===== src/rtl/gb_capture_pkg.sv =====
// Shared geometry and address helper for the Game Boy capture path and the
// framebuffer/VGA stages that consume its writes.
package gb_capture_pkg;

    localparam int unsigned GB_H_PIXELS = 160;
    localparam int unsigned GB_V_LINES  = 144;
    localparam int unsigned FB_ADDR_W   = 15;
    localparam int unsigned COORD_W     = 8;

    typedef logic [FB_ADDR_W-1:0] fb_addr_t;
    typedef logic [COORD_W-1:0]   coord_t;

    // Row-major address y*160+x built from shifts: 160 = 128 + 32.
    function automatic fb_addr_t gb_pixel_addr(input coord_t y, input coord_t x);
        fb_addr_t yz;
        fb_addr_t xz;
        yz = fb_addr_t'(y);
        xz = fb_addr_t'(x);
        return (yz << 7) + (yz << 5) + xz;
    endfunction

endpackage


===== src/rtl/gb_sig_filter.sv =====
// Majority-free deglitcher: the filtered state only changes once FILTER_LEN
// consecutive raw samples agree. Transitions that complete while the history
// is still being refilled after reset are silent (state moves, no pulse).
// FILTER_LEN is expected to be at least 2.
module gb_sig_filter
#(
    parameter int unsigned FILTER_LEN = 4
) (
    input  logic clk,
    input  logic rst,
    input  logic raw,
    output logic state,
    output logic rise,
    output logic fall
);

    localparam int unsigned HIST_W = (FILTER_LEN > 1) ? FILTER_LEN - 1 : 1;
    localparam int unsigned CNT_W  = $clog2(FILTER_LEN + 1);

    logic [HIST_W-1:0] hist;
    logic [CNT_W-1:0]  fill_cnt;
    logic              armed;
    logic              go_high;
    logic              go_low;

    assign armed   = (fill_cnt == CNT_W'(FILTER_LEN));
    assign go_high = raw & (&hist) & ~state;
    assign go_low  = ~raw & ~(|hist) & state;
    assign rise    = go_high & armed;
    assign fall    = go_low & armed;

    // Sample history, filtered state and post-reset settling counter.
    always_ff @(posedge clk) begin
        if (rst) begin
            hist     <= '0;
            state    <= 1'b0;
            fill_cnt <= '0;
        end else begin
            hist[0] <= raw;
            for (int unsigned i = 1; i < HIST_W; i++) begin
                hist[i] <= hist[i-1];
            end
            if (go_high) begin
                state <= 1'b1;
            end else if (go_low) begin
                state <= 1'b0;
            end
            if (!armed) begin
                fill_cnt <= fill_cnt + CNT_W'(1);
            end
        end
    end

endmodule


===== src/rtl/gb_lcd_capture.sv =====
// Game Boy LCD bus capture: deglitches the sync/clock lines, realigns pixel
// data to the shift-clock edge and emits one framebuffer write per pixel.
module gb_lcd_capture
    import gb_capture_pkg::*;
#(
    parameter int unsigned FILTER_LEN     = 4,
    parameter int unsigned DATA_DELAY     = 5,
    parameter int unsigned H_PIXELS       = GB_H_PIXELS,
    parameter int unsigned V_LINES        = GB_V_LINES,
    parameter int unsigned TIMEOUT_CYCLES = 2000000
) (
    input  logic                 clk,
    input  logic                 rst,
    input  logic [1:0]           idata,
    input  logic                 iclk,
    input  logic                 ihsync,
    input  logic                 ivsync,
    output logic                 wr_en,
    output logic [FB_ADDR_W-1:0] wr_addr,
    output logic [1:0]           wr_data,
    output logic                 frame_start,
    output logic                 frame_done,
    output logic                 line_err,
    output logic                 signal_lost
);

    localparam int unsigned TMR_W  = $clog2(TIMEOUT_CYCLES + 1);
    localparam coord_t      X_SAT  = coord_t'(H_PIXELS);
    localparam coord_t      Y_SAT  = coord_t'(V_LINES);
    localparam coord_t      X_LAST = coord_t'(H_PIXELS - 1);
    localparam coord_t      Y_LAST = coord_t'(V_LINES - 1);

    logic ck_state, ck_rise, ck_fall;
    logic hs_state, hs_rise, hs_fall;
    logic vs_state, vs_rise, vs_fall;

    logic [1:0]       dly [DATA_DELAY];
    logic [1:0]       tap;
    coord_t           x;
    coord_t           y;
    logic             first_line;
    logic [TMR_W-1:0] timer;

    logic   ev_a;
    logic   ev_b;
    coord_t ev_x;
    coord_t ev_y;
    coord_t nxt_x;
    coord_t nxt_y;
    logic   nxt_first;
    logic   in_range;

    gb_sig_filter #(.FILTER_LEN(FILTER_LEN)) u_clk_filt (
        .clk   (clk),
        .rst   (rst),
        .raw   (iclk),
        .state (ck_state),
        .rise  (ck_rise),
        .fall  (ck_fall)
    );

    gb_sig_filter #(.FILTER_LEN(FILTER_LEN)) u_hs_filt (
        .clk   (clk),
        .rst   (rst),
        .raw   (ihsync),
        .state (hs_state),
        .rise  (hs_rise),
        .fall  (hs_fall)
    );

    gb_sig_filter #(.FILTER_LEN(FILTER_LEN)) u_vs_filt (
        .clk   (clk),
        .rst   (rst),
        .raw   (ivsync),
        .state (vs_state),
        .rise  (vs_rise),
        .fall  (vs_fall)
    );

    // Pixel data ages alongside the filter latency so the tap lines up with
    // the raw clock edge rather than the filtered one.
    assign tap = dly[DATA_DELAY-1];

    // Idata delay line.
    always_ff @(posedge clk) begin
        if (rst) begin
            for (int unsigned i = 0; i < DATA_DELAY; i++) begin
                dly[i] <= 2'b00;
            end
        end else begin
            dly[0] <= idata;
            for (int unsigned i = 1; i < DATA_DELAY; i++) begin
                dly[i] <= dly[i-1];
            end
        end
    end

    // Decode this cycle's pixel event and the coordinates it lands on.
    always_comb begin
        ev_a      = hs_fall;
        // A line start wins over a coincident shift-clock edge.
        ev_b      = ck_fall & ~hs_state & ~hs_fall;
        ev_x      = x;
        ev_y      = y;
        nxt_x     = x;
        nxt_y     = y;
        nxt_first = first_line;
        if (ev_a) begin
            ev_x = '0;
            if (!first_line) begin
                ev_y = (y >= Y_SAT) ? y : y + coord_t'(1);
            end
            nxt_y     = ev_y;
            nxt_first = 1'b0;
            nxt_x     = coord_t'(1);
        end else if (ev_b) begin
            nxt_x = (x >= X_SAT) ? x : x + coord_t'(1);
        end
        in_range = (ev_x < X_SAT) && (ev_y < Y_SAT);
    end

    // Position counters, timeout and registered write/status outputs.
    always_ff @(posedge clk) begin
        if (rst) begin
            x           <= '0;
            y           <= '0;
            first_line  <= 1'b1;
            timer       <= TMR_W'(TIMEOUT_CYCLES);
            wr_en       <= 1'b0;
            wr_addr     <= '0;
            wr_data     <= 2'b00;
            frame_start <= 1'b0;
            frame_done  <= 1'b0;
            line_err    <= 1'b0;
            signal_lost <= 1'b1;
        end else begin
            wr_en       <= 1'b0;
            wr_addr     <= '0;
            wr_data     <= 2'b00;
            frame_start <= 1'b0;
            frame_done  <= 1'b0;
            line_err    <= 1'b0;
            if (vs_rise) begin
                // Frame boundary swallows any pixel event in the same cycle.
                x           <= '0;
                y           <= '0;
                first_line  <= 1'b1;
                frame_start <= 1'b1;
                timer       <= TMR_W'(TIMEOUT_CYCLES);
                signal_lost <= 1'b0;
            end else begin
                if (ev_a || ev_b) begin
                    x          <= nxt_x;
                    y          <= nxt_y;
                    first_line <= nxt_first;
                    if (in_range) begin
                        wr_en      <= 1'b1;
                        wr_addr    <= gb_pixel_addr(ev_y, ev_x);
                        wr_data    <= ~tap;
                        frame_done <= (ev_y == Y_LAST) && (ev_x == X_LAST);
                    end else begin
                        line_err <= 1'b1;
                    end
                end
                if (timer != '0) begin
                    timer <= timer - TMR_W'(1);
                    if (timer == TMR_W'(1)) begin
                        signal_lost <= 1'b1;
                    end
                end else begin
                    signal_lost <= 1'b1;
                end
            end
        end
    end

endmodule

===== config.mk =====
export PLATFORM = sky130hd
export DESIGN_NAME = gb_lcd_capture
export DESIGN_NICKNAME = d
export VERILOG_FILES = /design/src/rtl/gb_capture_pkg.sv /design/src/rtl/gb_sig_filter.sv /design/src/rtl/gb_lcd_capture.sv
export SDC_FILE = /design/constraint.sdc
export NUM_CORES = 1
export LEC_CHECK = 0
export BUFFER_PORTS_ARGS = -buffer_cell sky130_fd_sc_hd__buf_2
export CAP_MARGIN = 5
export CELL_PAD_IN_SITES_DETAIL_PLACEMENT = 2
export CELL_PAD_IN_SITES_GLOBAL_PLACEMENT = 2
export CORE_UTILIZATION = 39
export CTS_BUF_LIST = sky130_fd_sc_hd__clkbuf_8
export CTS_CLUSTER_SIZE = 10
export DETAILED_ROUTE_END_ITERATION = 8
export MAX_ROUTING_LAYER = met4
export PLACE_DENSITY = 0.83
export SLEW_MARGIN = 20
export SYNTH_ARGS = -nofsm -noshare
export SYNTH_HDL_FRONTEND = slang
export SYNTH_SLANG_ARGS = --single-unit

===== constraint.sdc =====
create_clock -name clk -period 4.41 [get_ports clk]
set_input_delay 0.2205 -clock clk [delete_from_list [all_inputs] [get_ports clk]]
set_output_delay 0.2205 -clock clk [all_outputs]
set_load 0.05 [all_outputs]

==> results.yml <==
power_and_ir_drop:
  power_density_mw_per_mm2: 339.9
  p_leak_nw: 1.913
  power.total_w: 0.001610
  vdd_drop_max_mv: 0.1820
routing:
  route.detailed.drc: 0
  routedWlPerCell_um: 17.84
  ant_nets: 0
  wl_mm: 11.35
  dr.pass1.iters: 4
  vias: 3528
  viasPerCell: 5.547
  drt_iter0_drc: 103
cts:
  clock_sinks: 91
  cts_setup_buffers: 0
  ctsRootBufferMaster: "clkbuf_8"
  cts.clk_slew.worst_paths_ps: 90
  cts_buffer_depth: 2
  tritoncts.num_buffers: 9
  holdBufCountCts: 0
  cts_resized: 0
  cts_tree: "yes"
  clk_latency_ps: 370
  h-tree-depth: 3
logic_synthesis:
  synth-seq-cells: 91
  ys.flop_type: "dfxtp_1"
  synth.distinct_cells: 55
  synthArstFlopShare: 0
  netlist_instances: 468
  yosysWarnings: 0
  synth-seq-area-share: 0.4279
  synth_area_per_cell_um2: 9.098
  synthesis.nets: 504
  synth_edf_count: 0
  netlist_area_mm2: 0.004258
finish:
  antenna_cells: 0
  post-route-util: 0.4528
  fillers: 1172
  final_cell_count_no_fill: 636
  drive_gt1_frac: 0.1180
  synthToLayoutAreaGrowth_pct: 11.25
  nets: 531
timing:
  slew_headroom: 0.5771
  fin_skew_ps: 13.60
  layout_worst_path_cycle_share: 0.9205
  setup_viol: 0
  drv_slew: 0
  tightest_slew_ps: 628.6
  hold_slack_ps: 63.46
  rsz0062_at_grt: "false"
  hold_viol_final: 0
  timing.setup.tns_ps: 0
  period_needed_ps: 4059
  max_freq_mhz: 246.4
setup_path:
  cp-startpoint: "u_hs_filt.fill_cnt[0]"
  required_ps: 4630
  end_kind: "flip-flop"
  rr_startpoint: "u_hs_filt.fill_cnt[0]"
  path_class: "flip-flop to flip-flop"
  critPathLaunchType: "flip-flop"
  worst_ep_arrival_time_ps: 4280
  cp_max_fo: 6
grt:
  grt.met2_usage: 0.3780
  globalRouteTotalUtil: 0.2212
  grt_max_degree: 36
  grt_pass1_wl_mm: 19.06
  grt_pass1_vias: 3831
  antenna_found_initial: 0
  met3_usage: 0.02636
  grtUsageMet1: 0.2675
  grt_most_used_layer: "met2"
  grt_overflow: 0
hold_path:
  holdCritStartpoint: "idata[1]"
  hp-class: "input pin to flip-flop"
floorplan:
  initial_core_util: 0.4070
  io_pins: 29
  dieWidth_um: 106.5
  die-area_mm2: 0.01134
  num_rows: 37
  dieHeight_um: 106.5
  core-area_mm2: 0.01046
placement:
  gp_congestion: 0.7809
  port_buffers: 28
  place_inst: 619
  dp_hpwl_mm: 7.978
job:
  maxCapViolCount: 0
outcome:
  status: "complete, no violations"
Yosys cell counts (2+ instances only):
master | n | area, um^2
a21boi_1 | 2 | 15.01
mux2i_1 | 2 | 20.02
o2111ai_1 | 4 | 35.03
nor4_1 | 21 | 131.4
nand4_1 | 4 | 25.02
nand3_1 | 17 | 85.08
nand2_1 | 34 | 127.6
nor2b_1 | 24 | 150.1
xnor2_1 | 16 | 140.1
o41ai_1 | 4 | 35.03
or3_1 | 9 | 56.30
nand3b_1 | 2 | 15.01
nand2b_1 | 4 | 25.02
nand4b_1 | 2 | 17.52
a21o_1 | 3 | 22.52
nor2_1 | 36 | 135.1
buf_2 | 2 | 10.01
a21oi_1 | 17 | 85.08
a2111oi_0 | 3 | 26.28
a41oi_1 | 2 | 17.52
and3_1 | 7 | 43.79
nor3_1 | 12 | 60.06
o31ai_1 | 8 | 60.06
inv_1 | 25 | 93.84
and2_1 | 13 | 81.33
o21a_1 | 2 | 15.01
o21ai_0 | 16 | 80.08
clkbuf_1 | 12 | 45.04
nor3b_1 | 2 | 15.01
or4_1 | 8 | 60.06
dfxtp_1 | 91 | 1822
xor2_1 | 10 | 87.58
o211ai_1 | 4 | 30.03
ha_1 | 28 | 350.3
nor4_2 | 2 | 25.02
sequential cells by signal, indices dropped and copies added, names as in the netlist, 2 cells and up:
name                 cells
u_vs_filt.hist           3
y                        8
u_clk_filt.fill_cnt      3
wr_data                  2
wr_addr                 15
u_vs_filt.fill_cnt       3
x                        8
u_clk_filt.hist          3
dly                     10
u_hs_filt.hist           3
u_hs_filt.fill_cnt       3
timer                   21
cell families (layout without fill, tap and decap cells):
kind of cell	Yosys count	count (layout)	synth area share
simple gates	203	203	0.2639
flops	91	91	0.4279
compound gates	75	75	0.1243
mux	2	2	0.004702
buf+inv	42	74	0.03879
xor+xnor	26	26	0.05348
fa+ha+maj	29	29	0.08698
metal layers:
metal | routed length [um] | vias up
met5 | 0 | -
met4 | 163 | 0
met3 | 253 | 13
met2 | 5652 | 54
met1 | 5276 | 1750
li1 | - | 1711
cells in the final DEF, fill, tap and decap left out, types with 3 or more instances in the layout:
cell type	synthesis	routed
and2_1	13	13
buf_4	1	4
nor3_1	12	12
clkbuf_8	0	10
a21o_1	3	3
a21oi_1	17	17
o211ai_1	4	4
nor2b_1	24	24
nand2b_1	4	4
nand3_1	17	17
or4_1	8	8
or3_1	9	9
nor4_1	21	21
dfxtp_1	91	91
and3_1	7	7
o41ai_1	4	4
o31ai_1	8	8
o2111ai_1	4	4
xnor2_1	16	16
nand4_1	4	4
o21ai_0	16	16
buf_2	2	28
a2111oi_0	3	3
ha_1	28	28
nand2_1	34	34
nor2_1	36	36
inv_1	25	25
xor2_1	10	10
final timing paths:
path / to / slack, ps / cells past startpoint
min reg2reg: dly[0][2] / 440 / 1
max: wr_addr[14] / 350 / 13
min: dly[0][1] / 60 / 2
max reg2reg: wr_addr[14] / 350 / 13
final cells by class:
type,instances,area [um^2],area share
clock buffers,10,137.6,0.02905
flip-flops and latches,91,1822,0.3846
multi-input cells,335,2271,0.4794
clock inverters,6,65.06,0.01373
inverters,25,93.84,0.01981
repair buffers,33,177.7,0.03751
well taps,136,170.2,0.03592
critical path, cell delays in order, from the launching register on:
cell and delay [ps]:
dfxtp_1 340, inv_1 70, ha_1 200, and4b_1 310
nand3_1 150, o31ai_1 510, nand2_1 240, ha_1 340
ha_1 390, and2_1 180, o21ai_0 220, a31oi_1 150
or3_1 330, a2111oi_0 480
metrics by stage:
stage | setup WS [ps] | instance area, um^2
3_3_place_gp | 846.7 | 4527
3_5_place_dp | 347.0 | 4527
2_1_floorplan | 1049 | 4258
4_1_cts | 260.1 | 4730
5_1_grt | 37.12 | 4737
6_report | 350.8 | 4737
power by group:
| group | leakage, nW | switching (W) | internal, W |
|---|---|---|---|
| clock network | 0.102 | 0.000306 | 0.000277 |
| registers | 0.740 | 0.0000320 | 0.000854 |
| logic | 1.07 | 0.0000844 | 0.0000560 |
No activity file was read; power rests on OpenSTA's default activity.
